File: src/rtl/mem_access_arbiter.sv
// Memory access arbiter: shares one MAR and memory port between the
// instruction-fetch and load/store requesters. Each access walks
// IDLE -> LOAD -> XFER -> ACCESS -> DONE. Requesters are served
// round-robin, and every ACCESS is bounded by a timeout.
// All outputs are decoded from registered state only, so there is no
// combinational path from a request input to any output.
module mem_access_arbiter #(
    parameter int ADDR_W  = 15,
    parameter int TIMEOUT = 15,
    parameter int CNT_W   = 4
) (
    input  logic              clk,
    input  logic              rst_n,
    input  logic              if_req,
    input  logic [ADDR_W-1:0] if_addr,
    output logic              if_done,
    input  logic              ls_req,
    input  logic [ADDR_W-1:0] ls_addr,
    input  logic              ls_wr,
    output logic              ls_done,
    output logic              err,
    output logic [ADDR_W-1:0] mar_in1,
    output logic [ADDR_W-1:0] mar_in2,
    output logic              mar_re,
    output logic              mar_we,
    output logic              mem_en,
    output logic              mem_wr,
    input  logic              mem_ready,
    output logic              busy,
    output logic              grant_id
);

    typedef enum logic [2:0] {
        IDLE   = 3'd0,
        LOAD   = 3'd1,
        XFER   = 3'd2,
        ACCESS = 3'd3,
        DONE   = 3'd4
    } state_t;

    // Owner encoding: 0 = fetch, 1 = load/store.
    localparam logic              OWN_IF   = 1'b0;
    localparam logic              OWN_LS   = 1'b1;
    // Last counter value before the access is abandoned.
    localparam logic [CNT_W-1:0]  CNT_LAST = CNT_W'(TIMEOUT - 1);

    state_t              state_q, state_d;
    logic                owner_q, owner_d;
    logic [ADDR_W-1:0]   addr_q,  addr_d;
    logic                wr_q,    wr_d;
    logic [CNT_W-1:0]    cnt_q,   cnt_d;
    logic                last_q,  last_d;
    logic                err_q,   err_d;
    logic                gnt;

    // State and transaction context registers; last_owner resets to
    // load/store so a fetch wins the very first tie.
    always_ff @(posedge clk or negedge rst_n) begin
        if (!rst_n) begin
            state_q <= IDLE;
            owner_q <= OWN_IF;
            addr_q  <= '0;
            wr_q    <= 1'b0;
            cnt_q   <= '0;
            last_q  <= OWN_LS;
            err_q   <= 1'b0;
        end else begin
            state_q <= state_d;
            owner_q <= owner_d;
            addr_q  <= addr_d;
            wr_q    <= wr_d;
            cnt_q   <= cnt_d;
            last_q  <= last_d;
            err_q   <= err_d;
        end
    end

    // Next-state logic: arbitration in IDLE, fixed sequencing after that,
    // and the timeout counter in ACCESS.
    always_comb begin
        state_d = state_q;
        owner_d = owner_q;
        addr_d  = addr_q;
        wr_d    = wr_q;
        cnt_d   = cnt_q;
        last_d  = last_q;
        err_d   = err_q;
        gnt     = OWN_IF;
        case (state_q)
            IDLE: begin
                if (if_req || ls_req) begin
                    // On a tie, serve whoever did not own the bus last.
                    if (if_req && ls_req) gnt = ~last_q;
                    else                  gnt = ls_req;
                    owner_d = gnt;
                    addr_d  = (gnt == OWN_LS) ? ls_addr : if_addr;
                    wr_d    = (gnt == OWN_LS) ? ls_wr : 1'b0;
                    err_d   = 1'b0;
                    state_d = LOAD;
                end
            end
            LOAD: state_d = XFER;
            XFER: begin
                // Counter starts clean for every access.
                cnt_d   = '0;
                state_d = ACCESS;
            end
            ACCESS: begin
                // A ready memory wins over a coincident timeout.
                if (mem_ready) begin
                    err_d   = 1'b0;
                    state_d = DONE;
                end else if (cnt_q == CNT_LAST) begin
                    err_d   = 1'b1;
                    state_d = DONE;
                end else begin
                    cnt_d = cnt_q + 1'b1;
                end
            end
            DONE: begin
                last_d  = owner_q;
                state_d = IDLE;
            end
            default: state_d = IDLE;
        endcase
    end

    // Output decode from registered state. The non-owner MAR input is held
    // at zero so the MAR captures exactly the owner's address, even 0.
    assign busy     = (state_q != IDLE);
    assign grant_id = busy & owner_q;
    assign mar_in1  = (busy && owner_q == OWN_IF) ? addr_q : '0;
    assign mar_in2  = (busy && owner_q == OWN_LS) ? addr_q : '0;
    assign mar_re   = (state_q == LOAD);
    assign mar_we   = (state_q == XFER);
    assign mem_en   = (state_q == ACCESS);
    assign mem_wr   = (state_q == ACCESS) & (owner_q == OWN_LS) & wr_q;
    assign if_done  = (state_q == DONE) & (owner_q == OWN_IF);
    assign ls_done  = (state_q == DONE) & (owner_q == OWN_LS);
    assign err      = (state_q == DONE) & err_q;

endmodule

File: config.mk
export PLATFORM = sky130hd
export DESIGN_NAME = mem_access_arbiter
export DESIGN_NICKNAME = d
export VERILOG_FILES = /design/src/rtl/mem_access_arbiter.sv
export SDC_FILE = /design/constraint.sdc
export NUM_CORES = 1
export LEC_CHECK = 0
export ABC_CLOCK_PERIOD_IN_PS = 1850
export CAP_MARGIN = 20
export CORE_UTILIZATION = 41
export CTS_CLUSTER_DIAMETER = 120
export DETAILED_ROUTE_END_ITERATION = 7
export PLACE_DENSITY = 0.8
export SLEW_MARGIN = 20
export SYNTH_ARGS = -nofsm -noshare
export SYNTH_HDL_FRONTEND = slang
export SYNTH_SLANG_ARGS = --single-unit
File: constraint.sdc
create_clock -name clk -period 1.85 [get_ports clk]
set_input_delay 0.2775 -clock clk [delete_from_list [all_inputs] [get_ports clk]]
set_output_delay 0.2775 -clock clk [all_outputs]
set_load 0.005 [all_outputs]
# --- Word level (Yosys, flattened, before mapping) ---
# Cells that the tools add are included.
totals:
  ff_bits: 26
  inputBits: 36
  out_inout_bits: 39
op_classes:
  eq_ne: 9
  n_bitwise: 8
  muxes: 18
  n_addsub: 1
  reduce_logical: 12
op_table:
  columns: ["cell", "count"]
  rows:
  - ["two-way mux 15 bit", 3]
  - ["case mux 3 bit (4 select lines)", 1]
  - ["two-way mux 3 bit", 3]
  - ["two-way mux 4 bit", 2]
  - ["case mux 4 bit (2 select lines)", 1]
  - ["two-way mux 1 bit", 7]
  - ["bitwise AND 1 bit", 6]
  - ["equality test 3 x 2 -> 1 bit, second input constant", 2]
  - ["!= test 2 bit, second input constant", 3]
  - ["AND reduction 3 bit", 2]
  - ["adder 4 x 1 -> 4 bit, second input constant", 1]
  - ["equality test 4 bit, second input constant", 1]
  - ["AND reduction 2 bit", 2]
  - ["nonzero test 2 bit", 2]
  - ["equality test 3 x 1 -> 1 bit, second input constant", 1]
  - ["equality test 3 bit, second input constant", 1]
  - ["logical AND 1 bit", 3]
  - ["logical NOT 3 bit", 1]
  - ["!= test 3 x 1 -> 1 bit, second input constant", 1]
  - ["nonzero test 3 bit", 1]
  - ["inverter 1 bit", 2]
  - ["case mux 1 bit (2 select lines)", 1]
  - ["logical OR 1 bit", 1]

# --- Logic depth before layout (Yosys ltp) ---
logic_depth:
  depth_word: 5
  mapped_depth: 5
  depth_no_buf: 5

# --- Worst setup path after synthesis ---
# No wires, ideal clock.
synth_timing:
  kind: "register to register"
  from: "register last_q"
  to: "register addr_q[2]"
  arrival_ps: 1522
  period_less_slack_ps: 1650
  path_stages_with_launch: 5
  required_time_ps: 1723
  path_slack_ps: 200
  path_cell_list: "dfstp_2 a21boi_2 buf_2 mux2_2 mux2_1"
synth_between:
  elab_chain_cells: 5
synth_lines:
  columns: ["element", "line", "rtl"]
  rows:
  - ["start, declared", "52", "logic last_q, last_d;"]
  - ["start signal, assigned", "73", "last_q <= last_d;"]
  - ["inverter 1 bit", "93", "if (if_req && ls_req) gnt = ~last_q;"]
  - ["two-way mux 1 bit", "93", null]
  - ["two-way mux 1 bit", "91", "if (if_req || ls_req) begin"]
  - ["two-way mux 1 bit", "89", "case (state_q)"]
  - ["two-way mux 15 bit", "96", "addr_d = (gnt == OWN_LS) ? ls_addr : if_addr;"]
  - ["end signal, assigned", "70", "addr_q <= addr_d;"]
  - ["end, declared", "49", "logic [ADDR_W-1:0] addr_q, addr_d;"]
# No other way between the ends. The select of a mux whose other input is x is not followed.
# A chain may end at the register's enable or synchronous reset.

# --- Final worst setup path ---
layout_timing:
  from: "register state_q[1]"
  to: "output mar_in1[14]"
layout_between:
  elab_chain_cells: 3
layout_lines:
  columns: ["element", "line", "rtl"]
  rows:
  - ["start, declared", "47", "state_t state_q, state_d;"]
  - ["start signal, assigned", "68", "state_q <= state_d;"]
  - ["nonzero test 3 bit", "130", "assign busy = (state_q != IDLE);"]
  - ["logical AND 1 bit", "132", "assign mar_in1 = (busy && owner_q == OWN_IF) ? addr_q : '0;"]
  - ["two-way mux 15 bit", "132", null]
  - ["end, declared", "22", "output logic [ADDR_W-1:0] mar_in1,"]
# No other way between the ends.

==> qor.csv <==
stage,metric,value,unit
status,status,finished with violations,
status,violated checks,"design-rule violations, negative setup slack",
floorplan,die height,64.06,µm
logic_synthesis,synthesized area,1579,µm²
logic_synthesis,"Net Count, Synth",186,
sta,"Hold Violations, Final",0,
critical_path,CP endpoint kind,primary output,
critical_path,Worst Setup Path Type,reg2out,
job,maxcap violations,0,
drt,Total Routed Length,6.315,mm
critical_path,CP top delay family,simple AND/OR/NAND/NOR gates,
final_layout,Finished Cell Area,2963,µm²
floorplan,Initial Util,42.81,%
critical_path,R2R Setup Slk,-0.12,ns
drt,Iteration-0 DRC Markers,51,
cts,CTS sink cnt,26,
cts,CTS root buffer,clkbuf_8,
logic_synthesis,Syn Inst Count,148,
drt,routed len/inst,21.70,µm
critical_path,startpoint types,flip-flop,
placement,dpl cells,268,
drt,vias per cell,5.701,
floorplan,IO Count,75,
cts,CTS tree,yes,
floorplan,row count,22,
logic_synthesis,Post-synth EDFFs,0,
placement,routability cong.,0.7546,
logic_synthesis,ys async rst share,100.0,%
critical_path,CP Cell Sequence,or3_4 -> nor2b_4 -> buf_4 -> and2_4 -> buf_6,
logic_synthesis,count of unique library cells instantiated by Yosys,35,
cts,htree depth,1,
sta,fin crit share,107.9,%
power_and_ir_drop,Leak,1.383,nW
floorplan,overall die width,64.06,µm
power_and_ir_drop,sw power,1.777,mW
drt,DRT Pass-1 Iters,8,
logic_synthesis,synthesized flop and latch total,26,
drt,post-route ant nets,0,
cts,CTS buffer count,3,
floorplan,Core Area,3689,µm²
critical_path,"Max FO, Critical Path",5,
global_routing,vias in the first global route,1655,
sta,max-slew violations,0,
critical_path,"Arr. time, crit path",1.72,ns
placement,IO Port Bufs,74,
cts,"CTS clk-pin slew, worst paths",0.09,ns
placement,Setup WS pre-CTS,-0.3285,ns
logic_synthesis,Ys Warns,0,
sta,maximum operating frequency,500.9,MHz
cts,hold bufs inserted after CTS,0,
global_routing,first-pass GRT wire length,8.535,mm
logic_synthesis,"Seq/Total Area, Yosys",41.28,%
sta,Final setup viols,48,
final_layout,share of cells above drive strength 1,55.14,%
final_layout,Non-Filler Instances,291,
final_layout,Diodes inserted,0,
critical_path,stages on the worst setup path,5,
power_and_ir_drop,VDD IR max,0.9094,mV
drt,Residual DRC,1,
placement,Placed Area,2405,µm²
sta,RSZ-0062 raised after global routing,true,
final_layout,area growth from synthesis to layout,87.64,%
sta,minimum clock period,1.996,ns
sta,Slew headroom,58.95,%
sta,fin worst setup slack,-0.1462,ns
sta,Clock Skews,0.001809,ns
power_and_ir_drop,power share of the clock group,7.5,%
global_routing,total track usage,27.95,%
power_and_ir_drop,Comb pwr share,70.6,%
logic_synthesis,Synth Area per Inst,10.67,µm²
placement,Post-DP HPWL,3.109,mm
power_and_ir_drop,pwr dens,1729,nW/µm²
power_and_ir_drop,Design Power,5.123,mW
floorplan,die area,4104,µm²
cts,worst skew pair latency,0.28,ns
power_and_ir_drop,Seq pwr share,22.0,%
critical_path,worst endpoint required time,1.57,ns
critical_path,Worst path slowest cell,or3_4,
min_path,worst min path class,in2async,
global_routing,largest net degree at the start of global routing,27,
drt,Vias,1659,
sta,Worst-Margin Slew,0.6135,ns
final_layout,number of fill cells,210,
cts,Clock Path Buffers,2,
global_routing,gr ovfl total,0,
global_routing,initial antenna violation count,0,
power_and_ir_drop,P_int,3.346,mW
power_and_ir_drop,sw frac,34.69,%
logic_synthesis,main flop type after synthesis,dfrtp_1,
critical_path,CP Buf/Inv Count,2,
critical_path,Crit path largest cell delay,0.47,ns
critical_path,worst r2r path cells,6,
final_layout,fin nets,282,
-- registers in the layout, indices dropped and copies added (netlist names) --
register	cells
err_q	1
addr_q	15
state_q	3
cnt_q	4
wr_q	1
last_q	1
owner_q	1
-- cells in the mapped netlist (3+ instances only) --
library cell	count	area share [%]
o21ai_0	3	0.95
and3_1	19	7.5
mux2_2	21	15
o211ai_1	3	1.4
nand3_1	4	1.3
nand2_1	5	1.2
clkbuf_1	7	1.7
dfrtp_1	25	40
and2_1	18	7.1
mux2_1	10	7.1
nor2_1	4	0.95
-- layer usage --
metal / up-vias / track usage [%] / share of wire [%]
met5: - / 0 / 0
met2: 87 / 50.80 / 54
met4: 0 / 8.239 / 2.9
li1: 721 / - / -
met1: 834 / 33.30 / 38
met3: 17 / 4.821 / 5.1
-- cell type report --
cell class	count	area, µm²	share of cell area, %
clock buffer	4	55.05	1.858
sequential	26	653.1	22.04
multi-input combinational	111	1085	36.61
inverter	2	7.507	0.2534
tap	48	60.06	2.027
timing repair buffer	100	1102	37.20
-- power by group through the flow --
| stage | combinational [mW] | clock, mW | sequential, mW |
|---|---|---|---|
| after detailed placement | 2.19 | 0 | 1.03 |
| final | 3.61 | 0.383 | 1.13 |
| after CTS | 3.00 | 0.385 | 1.06 |
| after floorplan | 1.04 | 0 | 0.983 |
| after global placement | 2.13 | 0 | 1.01 |
| after global routing | 3.77 | 0.402 | 1.15 |
-- per-stage QoR --
step | hold slack [ns] | TNS [ns] | util [%]
after CTS | 0.3732 | -3.576 | 75.00
after detailed placement | 0.4865 | -5.757 | 65.20
after global routing | 0.4237 | -4.801 | 80.33
after global placement | 0.4748 | -4.522 | 65.20
final | 0.4009 | -3.570 | 80.33
after floorplan | -0.01809 | 0 | -
-- kinds of logic after synthesis --
family                   after synthesis  share of synthesized area [%]
multiplexers                          31                          22.11
AO/OA/AOI/OAI                         16                          7.211
adder cells (fa/ha/maj)                2                          1.585
AND/OR/NAND/NOR                       61                          24.33
flip-flops                            26                          41.28
buffers and inverters                 12                          3.487
-- worst paths after layout --
path | from | endpoint
max | state_q[1] | mar_in1[14]
min | rst_n | addr_q[6]
max reg2reg | state_q[1] | addr_q[14]
min reg2reg | last_q | last_q
max in group asynchronous | rst_n | last_q
min in group clk | last_q | last_q
-- timing repair --
item                                    CTS  global route
setup buffers                            12             4
gates resized for setup                 199            36
endpoints found under the setup margin   38            49
cloned                                    3             1
pin swaps                                16             2
hold endpoints to repair                  0             0
-- worst register-to-register path, stage by stage, from the launching register on --
cell and delay, ns:
dfrtp_1 0.41, or3_4 0.47, buf_16 0.18, buf_8 0.12, nor2_8 0.15, buf_12 0.16, mux2_2 0.37
-- cell usage in the layout (no fill, tap or decap), types with 2 or more instances in the layout --
master           synthesis  layout
and2_1                  18       2
mux2_2                  21      16
and3_4                   0      16
nand3_1                  4       4
buf_4                    0       9
and3_1                  19       3
dfrtp_1                 25      24
clkbuf_8                 0       4
nor2b_4                  0       2
ha_1                     2       2
nor2_1                   4       3
clkdlybuf4s50_1          0      35
mux2_4                   0      15
inv_1                    2       2
dlygate4sd2_1            0       6
buf_12                   0       4
nand2_1                  5       5
a31oi_1                  2       2
o21ai_0                  3       3
o211ai_1                 3       3
and2_4                   0      16
buf_6                    1      41
Note: power is estimated with default switching activity, not from simulation.
